--- config.mk ---
export PLATFORM = sky130hd
export DESIGN_NAME = locked_register_bank
export DESIGN_NICKNAME = d
export VERILOG_FILES = /design/src/rtl/locked_register_bank.sv
export SDC_FILE = /design/constraint.sdc
export NUM_CORES = 1
export LEC_CHECK = 0
export ABC_AREA = 0
export CORE_MARGIN = 4
export CORE_UTILIZATION = 56
export DETAILED_ROUTE_END_ITERATION = 8
export PLACE_DENSITY = 0.91
export SYNTH_ARGS = -nofsm -noshare
export SYNTH_HDL_FRONTEND = slang
export SYNTH_SLANG_ARGS = --single-unit
--- constraint.sdc ---
create_clock -name Clk -period 5.63 [get_ports Clk]
set_clock_uncertainty 0.15 [all_clocks]
set_input_delay 1.689 -clock Clk [delete_from_list [all_inputs] [get_ports Clk]]
set_output_delay 1.689 -clock Clk [all_outputs]
set_load 0.05 [all_outputs]
--- src/rtl/locked_register_bank.sv ---
// Bank of NUM_REGS registers with sticky per-register write locks and a two-key debug override.
// Optional saturating lock-violation counter enabled by `define LOCKED_REG_VIOLATION_CNT_EN.
module locked_register_bank #(
  parameter int               WIDTH       = 16,
  parameter int               NUM_REGS    = 4,
  parameter int               ADDR_W      = 2,
  parameter logic [WIDTH-1:0] RESET_VALUE = '0,
  parameter logic [WIDTH-1:0] DBG_KEY_A   = 16'hC0DE,
  parameter logic [WIDTH-1:0] DBG_KEY_B   = 16'h5AFE,
  parameter int               VIOL_W      = 8
) (
  input  logic                Clk,
  input  logic                reset,
  input  logic                wr_en,
  input  logic [ADDR_W-1:0]   wr_addr,
  input  logic [WIDTH-1:0]    wr_data,
  input  logic                lock_en,
  input  logic [ADDR_W-1:0]   lock_addr,
  input  logic                lock_all,
  input  logic [ADDR_W-1:0]   rd_addr,
  output logic [WIDTH-1:0]    rd_data,
  input  logic                scan_mode,
  input  logic                debug_req,
  input  logic [WIDTH-1:0]    debug_key,
  output logic                debug_active,
  output logic                wr_ack,
  output logic                wr_err,
  output logic [NUM_REGS-1:0] lock_status,
`ifdef LOCKED_REG_VIOLATION_CNT_EN
  output logic [VIOL_W-1:0]   viol_count,
`endif
  output logic [1:0]          debug_state
);

  if (NUM_REGS > 2**ADDR_W || VIOL_W < 1) begin : g_bad_params
    $error("locked_register_bank: NUM_REGS must fit in ADDR_W and VIOL_W must be >= 1");
  end

  typedef enum logic [1:0] {
    ST_IDLE   = 2'd0,
    ST_ARMED  = 2'd1,
    ST_ACTIVE = 2'd2
  } dbg_state_t;

  localparam logic [ADDR_W:0] NREGS = NUM_REGS[ADDR_W:0];

  logic [WIDTH-1:0]    r_regs [NUM_REGS];
  logic [NUM_REGS-1:0] r_lock;
  logic [WIDTH-1:0]    r_rd_data;
  logic                r_wr_ack;
  logic                r_wr_err;
  dbg_state_t          r_state;
  logic                r_dbg_active;

  logic                w_wr_in_range;
  logic                w_lock_bit;
  logic                w_lock_hit;
  logic                w_override;
  logic                w_wr_accept;
  logic                w_lock_viol;
  logic [NUM_REGS-1:0] w_lock_set;
  logic [WIDTH-1:0]    w_rd_val;

  // Override is masked combinationally so scan_mode blocks it in the very cycle it rises.
  assign w_override    = r_dbg_active & ~scan_mode;
  assign w_wr_in_range = ({1'b0, wr_addr} < NREGS);
  assign w_lock_hit    = lock_all | (lock_en & (lock_addr == wr_addr));
  assign w_wr_accept   = wr_en & w_wr_in_range & ((~w_lock_bit & ~w_lock_hit) | w_override);
  assign w_lock_viol   = wr_en & w_wr_in_range & ~w_wr_accept;

  always_comb begin
    w_lock_bit = 1'b0;
    w_lock_set = '0;
    w_rd_val   = '0;
    for (int i = 0; i < NUM_REGS; i++) begin
      if (wr_addr == ADDR_W'(i)) w_lock_bit = r_lock[i];
      if (rd_addr == ADDR_W'(i)) w_rd_val = r_regs[i];
      w_lock_set[i] = lock_all | (lock_en & (lock_addr == ADDR_W'(i)));
    end
  end

  always_ff @(posedge Clk) begin
    if (reset) begin
      for (int i = 0; i < NUM_REGS; i++) r_regs[i] <= RESET_VALUE;
      r_lock    <= '0;
      r_rd_data <= '0;
      r_wr_ack  <= 1'b0;
      r_wr_err  <= 1'b0;
    end else begin
      for (int i = 0; i < NUM_REGS; i++) begin
        if (w_wr_accept && (wr_addr == ADDR_W'(i))) r_regs[i] <= wr_data;
      end
      r_lock    <= r_lock | w_lock_set;
      r_rd_data <= w_rd_val;
      r_wr_ack  <= w_wr_accept;
      r_wr_err  <= wr_en & ~w_wr_accept;
    end
  end

  // Debug unlock: KEY_A then KEY_B on consecutive cycles, held by debug_req.
  always_ff @(posedge Clk) begin
    if (reset) begin
      r_state      <= ST_IDLE;
      r_dbg_active <= 1'b0;
    end else if (scan_mode) begin
      r_state      <= ST_IDLE;
      r_dbg_active <= 1'b0;
    end else begin
      r_dbg_active <= 1'b0;
      case (r_state)
        ST_IDLE: begin
          if (debug_req && (debug_key == DBG_KEY_A)) r_state <= ST_ARMED;
        end
        ST_ARMED: begin
          if (debug_req && (debug_key == DBG_KEY_B)) begin
            r_state      <= ST_ACTIVE;
            r_dbg_active <= 1'b1;
          end else begin
            r_state <= ST_IDLE;
          end
        end
        ST_ACTIVE: begin
          if (debug_req) r_dbg_active <= 1'b1;
          else           r_state      <= ST_IDLE;
        end
        default: r_state <= ST_IDLE;
      endcase
    end
  end

`ifdef LOCKED_REG_VIOLATION_CNT_EN
  logic [VIOL_W-1:0] r_viol;

  always_ff @(posedge Clk) begin
    if (reset)                          r_viol <= '0;
    else if (w_lock_viol && (r_viol != '1)) r_viol <= r_viol + 1'b1;
  end

  assign viol_count = r_viol;
`else
  logic w_unused_viol;
  assign w_unused_viol = w_lock_viol;
`endif

  assign rd_data      = r_rd_data;
  assign wr_ack       = r_wr_ack;
  assign wr_err       = r_wr_err;
  assign lock_status  = r_lock;
  assign debug_active = r_dbg_active;
  assign debug_state  = r_state;

endmodule

==> results.tsv <==
stage	metric	value	unit
place	Place WS	1.00	ns
final_layout	Net count, final	383	
sta	hold_ws	0.367	ns
die	Site Rows	29	
detailed_routing	number of antenna-violating nets in the routed design	0	
global_routing	total global routing overflow	0	
die	Initial Util	58.9	%
critical_path	WP data arrival	4.24	ns
critical_path	Worst setup SP type	input pin	
logic_synthesis	post-synth cell types	39	
die	Core ar.	0.00646	sq mm
clock_network	hold_buf cts	0	
global_routing	largest net degree at the start of global routing	51	
global_routing	global-route wire length before repair	12.5	mm
worst_hold_path	HP Start	lock_status[3]	
global_routing	GRT Total Usage	19.7	%
sta	min cycle time layout	4.29	ns
flow_run	max cap viols	0	
logic_synthesis	register area share after synthesis	63.7	%
detailed_routing	vias	2452	
detailed_routing	met3 wire length	557	um
die	Ports	70	
logic_synthesis	yosys warns	0	
clock_network	PostCTS Resize Cnt	0	
final_layout	layout cell share with drive strength beyond 1	11.2	%
worst_hold_path	WHS Endpoint	lock_status[3]	
sta	worst setup slack after layout	1.34	ns
logic_synthesis	Synth area leader	edfxtp_1	
logic_synthesis	synth top area cells	edfxtp_1 (51%), dfxtp_1 (13%), and3_1 (10%)	
clock_network	root buffer cell	clkbuf_8	
global_routing	initial antenna violation count	0	
critical_path	cell-by-cell listing of the critical path	clkdlybuf4s50_1, nor2b_1, a2bb2oi_1, a41oi_1, o21ai_1, buf_4	
power_and_ir_drop	Leak Pwr	0.00194	uW
clock_network	Clock Tree Buf Depth	2	
detailed_routing	Metal-1 WL	2.98	mm
power_and_ir_drop	total power	1320	uW
logic_synthesis	syn nets	316	
die	die width	90.4	um
place	gpl congestion	0.733	
critical_path	r2r setup slk	3.51	ns
sta	Slew HR	23.9	%
clock_network	CTS tree	built	
detailed_routing	drt first pass iters	4	
detailed_routing	total wire length	7.60	mm
clock_network	CTS clk-pin slew, worst paths	0.07	ns
power_and_ir_drop	Cell Pwr Density	279	mW/mm^2
clock_network	Worst-Skew Late Latency	0.36	ns
run_status	status	completed	
worst_hold_path	Hold Path Class	flop to flop	
detailed_routing	metal2 WL	3.95	mm
clock_network	H-tree levels	3	
sta	Finish-stage setup viols	0	
sta	Final Hold Fails	0	
die	DIE AREA	0.00817	sq mm
final_layout	Design Area, Final	0.00473	sq mm
logic_synthesis	Gate Count Post-Synth	268	
sta	Tightest Pin Transition	1.14	ns
sta	fin. max-slew vios	0	
sta	setup TNS	0	ns
detailed_routing	Initial DRC Count	191	
logic_synthesis	syn_area_per_cell	14.2	sq um
place	area post-placement	0.00455	sq mm
clock_network	cts bufs inserted	9	
critical_path	CP endpoint kind	flop	
global_routing	number of global-route vias before repair	2550	
logic_synthesis	synthesized flop and latch total	89	
power_and_ir_drop	worst vdd ir	170	uV
clock_network	Post-CTS Setup Bufs	0	
detailed_routing	Routed WL per cell	18.2	um
detailed_routing	# DRC	0	
critical_path	CP Data Required Time	5.57	ns
critical_path	CP max stage delay	0.87	ns
sta	fmax	0.233	GHz
place	dpl hpwl	5.05	mm
critical_path	Max FO, Critical Path	18	
critical_path	R2R Path Start	debug_active	
detailed_routing	highest metal used	met4	
final_layout	ant diodes	0	
worst_hold_path	hold depth	2	
critical_path	critical path's slowest cell	nor2b_1	
clock_network	# clock sinks	89	
sta	crit share post-route	76.2	%
die	Die Span Y	90.4	um
critical_path	reg2reg path depth	4	
critical_path	Crit Path Class	input pin to flop	
final_layout	Layout area overhead	24.3	%
critical_path	RR Endpoint	r_regs[1][12]	
detailed_routing	Vias per Instance	5.88	
logic_synthesis	share of the synthesized area in the top cell type	50.5	%
sta	RSZ-0062 raised after global routing	no	
place	port bufs	69	
logic_synthesis	Post-Syn Area	0.00380	sq mm
registers in the layout, summed over array words and instances (netlist names):
signal,flops
r_regs,64
rd_data,16
lock_status,4
debug_state,2
debug_active,1
wr_ack,1
wr_err,1
synth_stat cells, drive strengths merged:
cell type	n
a21oi	2
nand2b	4
a211o	1
clkbuf	14
nor4bb	1
nand3b	1
nor2	11
o2bb2ai	1
or4	1
nand4	2
nor3	3
a311oi	1
buf	4
a2bb2oi	1
nor3b	1
o21ai	3
and2	17
and3	63
a41oi	1
a31oi	1
nand3	3
and4b	3
a2111oi	1
dfxtp	25
o22ai	1
and4	1
xnor2	2
o211a	1
mux2i	1
o31ai	1
inv	5
edfxtp	64
nand2	5
a211oi	1
nor2b	2
mux4	16
ha	3
per-stage QoR:
step / std cells / utilization [%]
floorplan: 268 / -
global placement: 401 / 70.4
detailed placement: 401 / 70.4
CTS: 417 / 73.2
global route: 417 / 73.2
finish: 417 / 73.2
logic make-up (layout without fill, tap and decap cells):
| kind of cell | after synthesis | in the layout | synth area share [%] |
|---|---|---|---|
| AND/OR/NAND/NOR | 118 | 118 | 18.8 |
| flip-flops | 89 | 89 | 63.7 |
| adder cells (fa/ha/maj) | 3 | 3 | 0.987 |
| multiplexers | 17 | 17 | 9.74 |
| buffers and inverters | 23 | 95 | 2.70 |
| XOR/XNOR | 2 | 2 | 0.461 |
| AO/OA/AOI/OAI | 16 | 16 | 3.65 |
routing by layer:
layer,track usage [%],up-vias
met2,35.0,97
met3,5.67,11
li1,-,1154
met5,0,-
met1,22.4,1190
met4,7.14,0
cell type report:
cell class	instances	area (sq um)
fill	434	1730
tap	77	96.3
clock buffer	11	131
sequential	89	2420
clock inverter	5	48.8
timing repair buffer	74	728
multi-input combinational	156	1280
inverter	5	18.8
cell usage in the layout, fill, tap and decap left out, types with 2 or more instances in the layout:
cell / count
nand3_1: 3
ha_1: 3
o21ai_1: 3
inv_1: 5
dfxtp_1: 25
clkbuf_8: 9
nor3_1: 3
nand2b_1: 4
buf_4: 5
edfxtp_1: 64
nand2_1: 5
and4b_1: 3
clkinv_2: 3
nor2b_1: 2
clkbuf_1: 2
and2_1: 17
mux4_2: 16
nor2_1: 11
xnor2_1: 2
a21oi_1: 2
and3_1: 63
nand4_1: 2
clkdlybuf4s50_1: 69
where the power goes:
group	leakage [uW]	internal (uW)	total [uW]	switching, uW
registers	0.000875	731	741	9.73
logic	0.000974	76.1	172	95.9
clock network	0.0000945	202	406	204
total	0.00194	1010	1320	310
worst max-delay path, delay by kind of cell:
kind,cells,cell delay (ns)
AOI/OAI and AO/OA,3,0.69
buffers and inverters,2,0.97
and+or+nand+nor,1,0.87
worst max path at each step:
stage	depth (start not counted)	slack, ns	endpoint	startpoint
after floorplan	5	1.43	r_regs[0][0]	wr_addr[0]
after global placement	6	1.17	r_regs[1][10]	wr_addr[1]
after detailed placement	6	1.00	r_regs[3][10]	wr_addr[1]
after CTS	6	1.37	r_regs[3][3]	wr_addr[1]
after global routing	6	1.15	r_regs[3][3]	wr_addr[1]
final	6	1.34	r_regs[3][14]	wr_addr[1]
(Power assumes the default switching activity.)
==> edit 1 (same settings) <==
Set the parameter `WIDTH` to 32 (it was 16).
--- a/src/rtl/locked_register_bank.sv
+++ b/src/rtl/locked_register_bank.sv
@@ -3,3 +3,3 @@
 module locked_register_bank #(
-  parameter int               WIDTH       = 16,
+  parameter int               WIDTH       = 32,
   parameter int               NUM_REGS    = 4,
Ports: changed (resized debug_key, rd_data and wr_data); port bits go from 70 to 118. No check against the original RTL was run, so the function may have changed too.
==> edit 1 against the unedited design <==
Cell count grew 82%. Area after synthesis is 80% higher. Worst setup slack got worse by 180 ps. Wire length is 99% higher. Sequential cell count rose by 80. First-iteration DRC count up 40%. Global-route usage grew 3.2 points. Via count rose by 78%. Cell area is 84% higher. Power rose by 120%.
==> edit 1: results (changes against the unedited design) <==
Outcome = completed
Crit Path Max Fanout = 22 (+4)
Routability Congestion = 0.8332 (+14%)
Routed WL = 15,120 um (+99%)
Seq/Total Area, Yosys = 68.28% (+4.6 points)
Largest register FFs = 128 (+100%)
CP max stage cell = clkdlybuf4s50_1
Wire length per cell = 19.92 um (+9.4%)
Placed insts = 727 (+81%)
Top cells by count, synth = edfxtp_1, nor2_1, dfxtp_1
Fill cell count = 702 (+62%)
CP max stage delay = 660 ps (-210 ps)
1st-iter DRT viols = 267 (+40%)
Cts bufs inserted = 17 (+8)
Total track usage = 22.85% (+3.2 points)
Number of global-route vias before repair = 4,674 (+83%)
Layout cells sized above 1 = 12.25% (+1.1 points)
Post-synth EDFFs = 128 (+100%)
Clock Latency Late Sink = 430 ps (+70 ps)
Top post-synthesis cells by area = edfxtp_1, dfxtp_1, mux4_2, nor2_1, nand2b_1
Met2 wire len = 8047 um (+100%)
Number of cells on the worst reg-to-reg path = 5 (+1)
H-tree levels = 4 (+1)
Post-DP HPWL = 9622 um (+90%)
Via density = 5.755 (-2.1%)
Yosys cell types = 33 (-15%)
Critical Path AT = 4450 ps (+210 ps)
Peak supply drop = 190.3 uV (+12%)
Pleak = 0.003013 uW (+55%)
IO buf count = 117 (+70%)
Switching share of power = 22.38% (-1.1 points)
First-pass GRT wire length = 24,380 um (+95%)
Syn Inst Count = 485 (+81%)
edit 1: cell count changes after synthesis, sizes merged, moves of 17 or more:
cell / delta
mux4: +17
nor2: +113
nand2b: +33
and3: -63
edfxtp: +64
nor2b: +32
edit 1: power by group through the flow:
stage,Clock [uW],Combinational (uW),Sequential [uW]
after CTS,1130,315,1430
after floorplan,0,118,1510
after detailed placement,0,312,1450
final,1120,312,1430
after global routing,1180,330,1430
after global placement,0,306,1450
edit 1: final timing paths:
kind / startpoint / to / slack (ps)
worst max register to register: lock_status[2]$_SDFF_PP0_ / r_regs[1][17]$_SDFFCE_PN0P_ / 2830
worst min register to register: lock_status[3]$_SDFF_PP0_ / lock_status[3]$_SDFF_PP0_ / 350
worst min-delay path: lock_status[3]$_SDFF_PP0_ / lock_status[3]$_SDFF_PP0_ / 350
worst max-delay path: wr_addr[0] / r_regs[1][17]$_SDFFCE_PN0P_ / 1150
edit 1: area by class of cell:
type	count	area, sq um	area share (%)
Multi-Input combinational cell	283	2062	23.68
Timing Repair Buffer	125	1216	13.97
Clock inverter	7	93.84	1.078
Inverter	3	11.26	0.1293
Tap cell	147	183.9	2.112
Clock buffer	25	475.5	5.461
Sequential cell	169	4664	53.57
edit 1: worst register-to-register path, stage by stage, from the launching register on:
cell      delay [ps]
dfxtp_1          330
mux4_2           470
a311oi_2         470
o211ai_1         280
nand2b_2         520
buf_4            280
edit 1: kinds of logic (layout without fill, tap and decap cells):
family,after synthesis,after routing,share of synthesized area (%)
adder cells (fa/ha/maj),3,3,0.5495
flip-flops,169,169,68.28
AND/OR/NAND/NOR,232,232,16.52
XOR/XNOR,2,2,0.2565
multiplexers,33,33,10.88
buffers and inverters,33,160,1.941
AO/OA/AOI/OAI,13,13,1.575
edit 1: routing by layer:
layer	up-vias	GRT usage, %
li1	1974	-
met1	2119	26.86
met2	237	40.01
met3	38	5.455
met4	0	10.14
met5	-	0
edit 1: stage by stage:
stage | instance area, sq um | hold WS, ps | worst slack [ps] | utilization (%) | power [uW]
floorplan | 6832 | 488.0 | 1148 | - | 1629
global placement | 8138 | 335.1 | 869.1 | 68.03 | 1753
detailed placement | 8138 | 350.5 | 743.7 | 68.03 | 1765
CTS | 8707 | 360.3 | 1153 | 72.79 | 2868
global route | 8707 | 391.6 | 998.8 | 72.79 | 2941
finish | 8707 | 352.9 | 1153 | 72.79 | 2861
==> edit 2 (config.mk and constraints unchanged) <==
Without the edit above. Remove the register `r_wr_err`: a continuous assignment takes its place, so the output `wr_err` follows one clock earlier.
--- a/src/rtl/locked_register_bank.sv
+++ b/src/rtl/locked_register_bank.sv
@@ -87,3 +87,2 @@
       r_wr_ack  <= 1'b0;
-      r_wr_err  <= 1'b0;
     end else begin
@@ -95,5 +94,6 @@
       r_wr_ack  <= w_wr_accept;
-      r_wr_err  <= wr_en & ~w_wr_accept;
     end
   end
+
+  assign r_wr_err = wr_en & ~w_wr_accept;
 
Function: changed (Yosys sat finds a counterexample within 4 cycles, from zero or initial values and one cycle with reset high).
==> edit 2 against the unedited design <==
Wire length shrank 1.7%. Worst setup slack got worse by 1000 ps. Sequential cell count shrank 1. First-iteration DRC count is 32% lower. Power is 4.6% higher. Cell area fell by 0.69%. Cell count rose by 2.4%. Area after synthesis shrank 2.9%.
==> edit 2: results (changes against the unedited design) <==
Seq/Total Area, Yosys = 65.06% (+1.4 points)
Layout cells sized above 1 = 12.57% (+1.4 points)
Fin. max-slew vios = 0 (unchanged)
Peak supply drop = 176.5 uV (+3.7%)
Critical Path AT = 3490 ps (-750 ps)
Post-Route Hold Slack = 365.9 ps (-0.7650 ps)
Post-DP HPWL = 4818 um (-4.7%)
Via Count = 2,410 (-1.7%)
DP Area = 0.004486 sq mm (-1.4%)
FF-to-FF End = r_regs[3][0]$_SDFFCE_PN0P_
CTS max path bufs = 2 (unchanged)
Outcome = completed
Syn_nets = 318 (+0.63%)
Reg2reg start = lock_status[0]$_SDFF_PP0_
Number of global-route vias before repair = 2,530 (-0.78%)
Top post-synthesis cells by area = edfxtp_1, dfxtp_1, mux4_2, nor2_1, nand2b_1
Relative slew slack = 39.64% (+16 points)
Most flop-heavy register = r_regs
Synth Area per Inst = 13.68 sq um (-3.6%)
Switching share of power = 23.34% (-0.16 points)
Yosys cell types = 30 (-23%)
Routability Congestion = 0.7555 (+3.1%)
First-pass GRT wire length = 11,870 um (-4.9%)
Number of cells on the worst reg-to-reg path = 6 (+2)
Crit Path Max Fanout = 6 (-12)
Wire length per cell = 17.49 um (-4.0%)
Top cells by count, synth = nor2_1, edfxtp_1, dfxtp_1
Setup-failing EPs final = 0 (unchanged)
Net count, final = 393 (+2.6%)
Root Driver = clkbuf_8
Total track usage = 20.50% (+0.84 points)
Largest net degree at the start of global routing = 25 (-51%)
1st-iter DRT viols = 129 (-32%)
Worst setup startpoint = wr_addr[0]
Largest register FFs = 64 (unchanged)
Pleak = 0.001638 uW (-16%)
Via density = 5.644 (-4.0%)
Setup crit end = wr_err
Register-to-register setup slack = 2870 ps (-640 ps)
Placed insts = 411 (+2.5%)
edit 2: routing by layer:
layer  global-route usage (%)  part of all wire, %
met1                    22.77                   39
met2                    36.91                   53
met3                    4.700                  6.2
met4                    9.878                  1.8
met5                        0                    0
edit 2: layout make-up:
| type | count | area [sq um] |
|---|---|---|
| Clock buffer | 10 | 127.6 |
| Clock inverter | 6 | 83.83 |
| Fill cell | 408 | 1689 |
| Inverter | 5 | 18.77 |
| Multi-Input combinational cell | 163 | 1212 |
| Sequential cell | 88 | 2402 |
| Tap cell | 77 | 96.34 |
| Timing Repair Buffer | 78 | 755.7 |
edit 2: worst max-delay path: stages:
cell and delay, ps:
clkdlybuf4s50_1 500, mux4_2 530, a311oi_4 220, nor2_1 160
and2_1 200, buf_4 180
edit 2: power by group through the flow:
stage,sequential (uW),clock [uW],combinational (uW)
after CTS,738,466,183
final,738,461,181
after detailed placement,752,0,181
after global placement,750,0,178
after floorplan,786,0,70.3
after global routing,741,494,192
edit 2: metrics by stage:
| stage | worst slack (ps) | util (%) |
|---|---|---|
| global route | 232.4 | 73.55 |
| CTS | 291.5 | 73.55 |
| global placement | 320.5 | 70.24 |
| finish | 298.4 | 73.55 |
| detailed placement | 295.4 | 70.24 |
| floorplan | 588.2 | - |
edit 2: cell families after synthesis:
group                      share of synthesized area (%)
DFF                                                65.06
xor gates and xnor gates                          0.4745
adders and majority gates                          1.017
AOI/OAI and AO/OA                                  3.355
buffers and inverters                              2.101
muxes                                              10.37
and+or+nand+nor                                    17.62
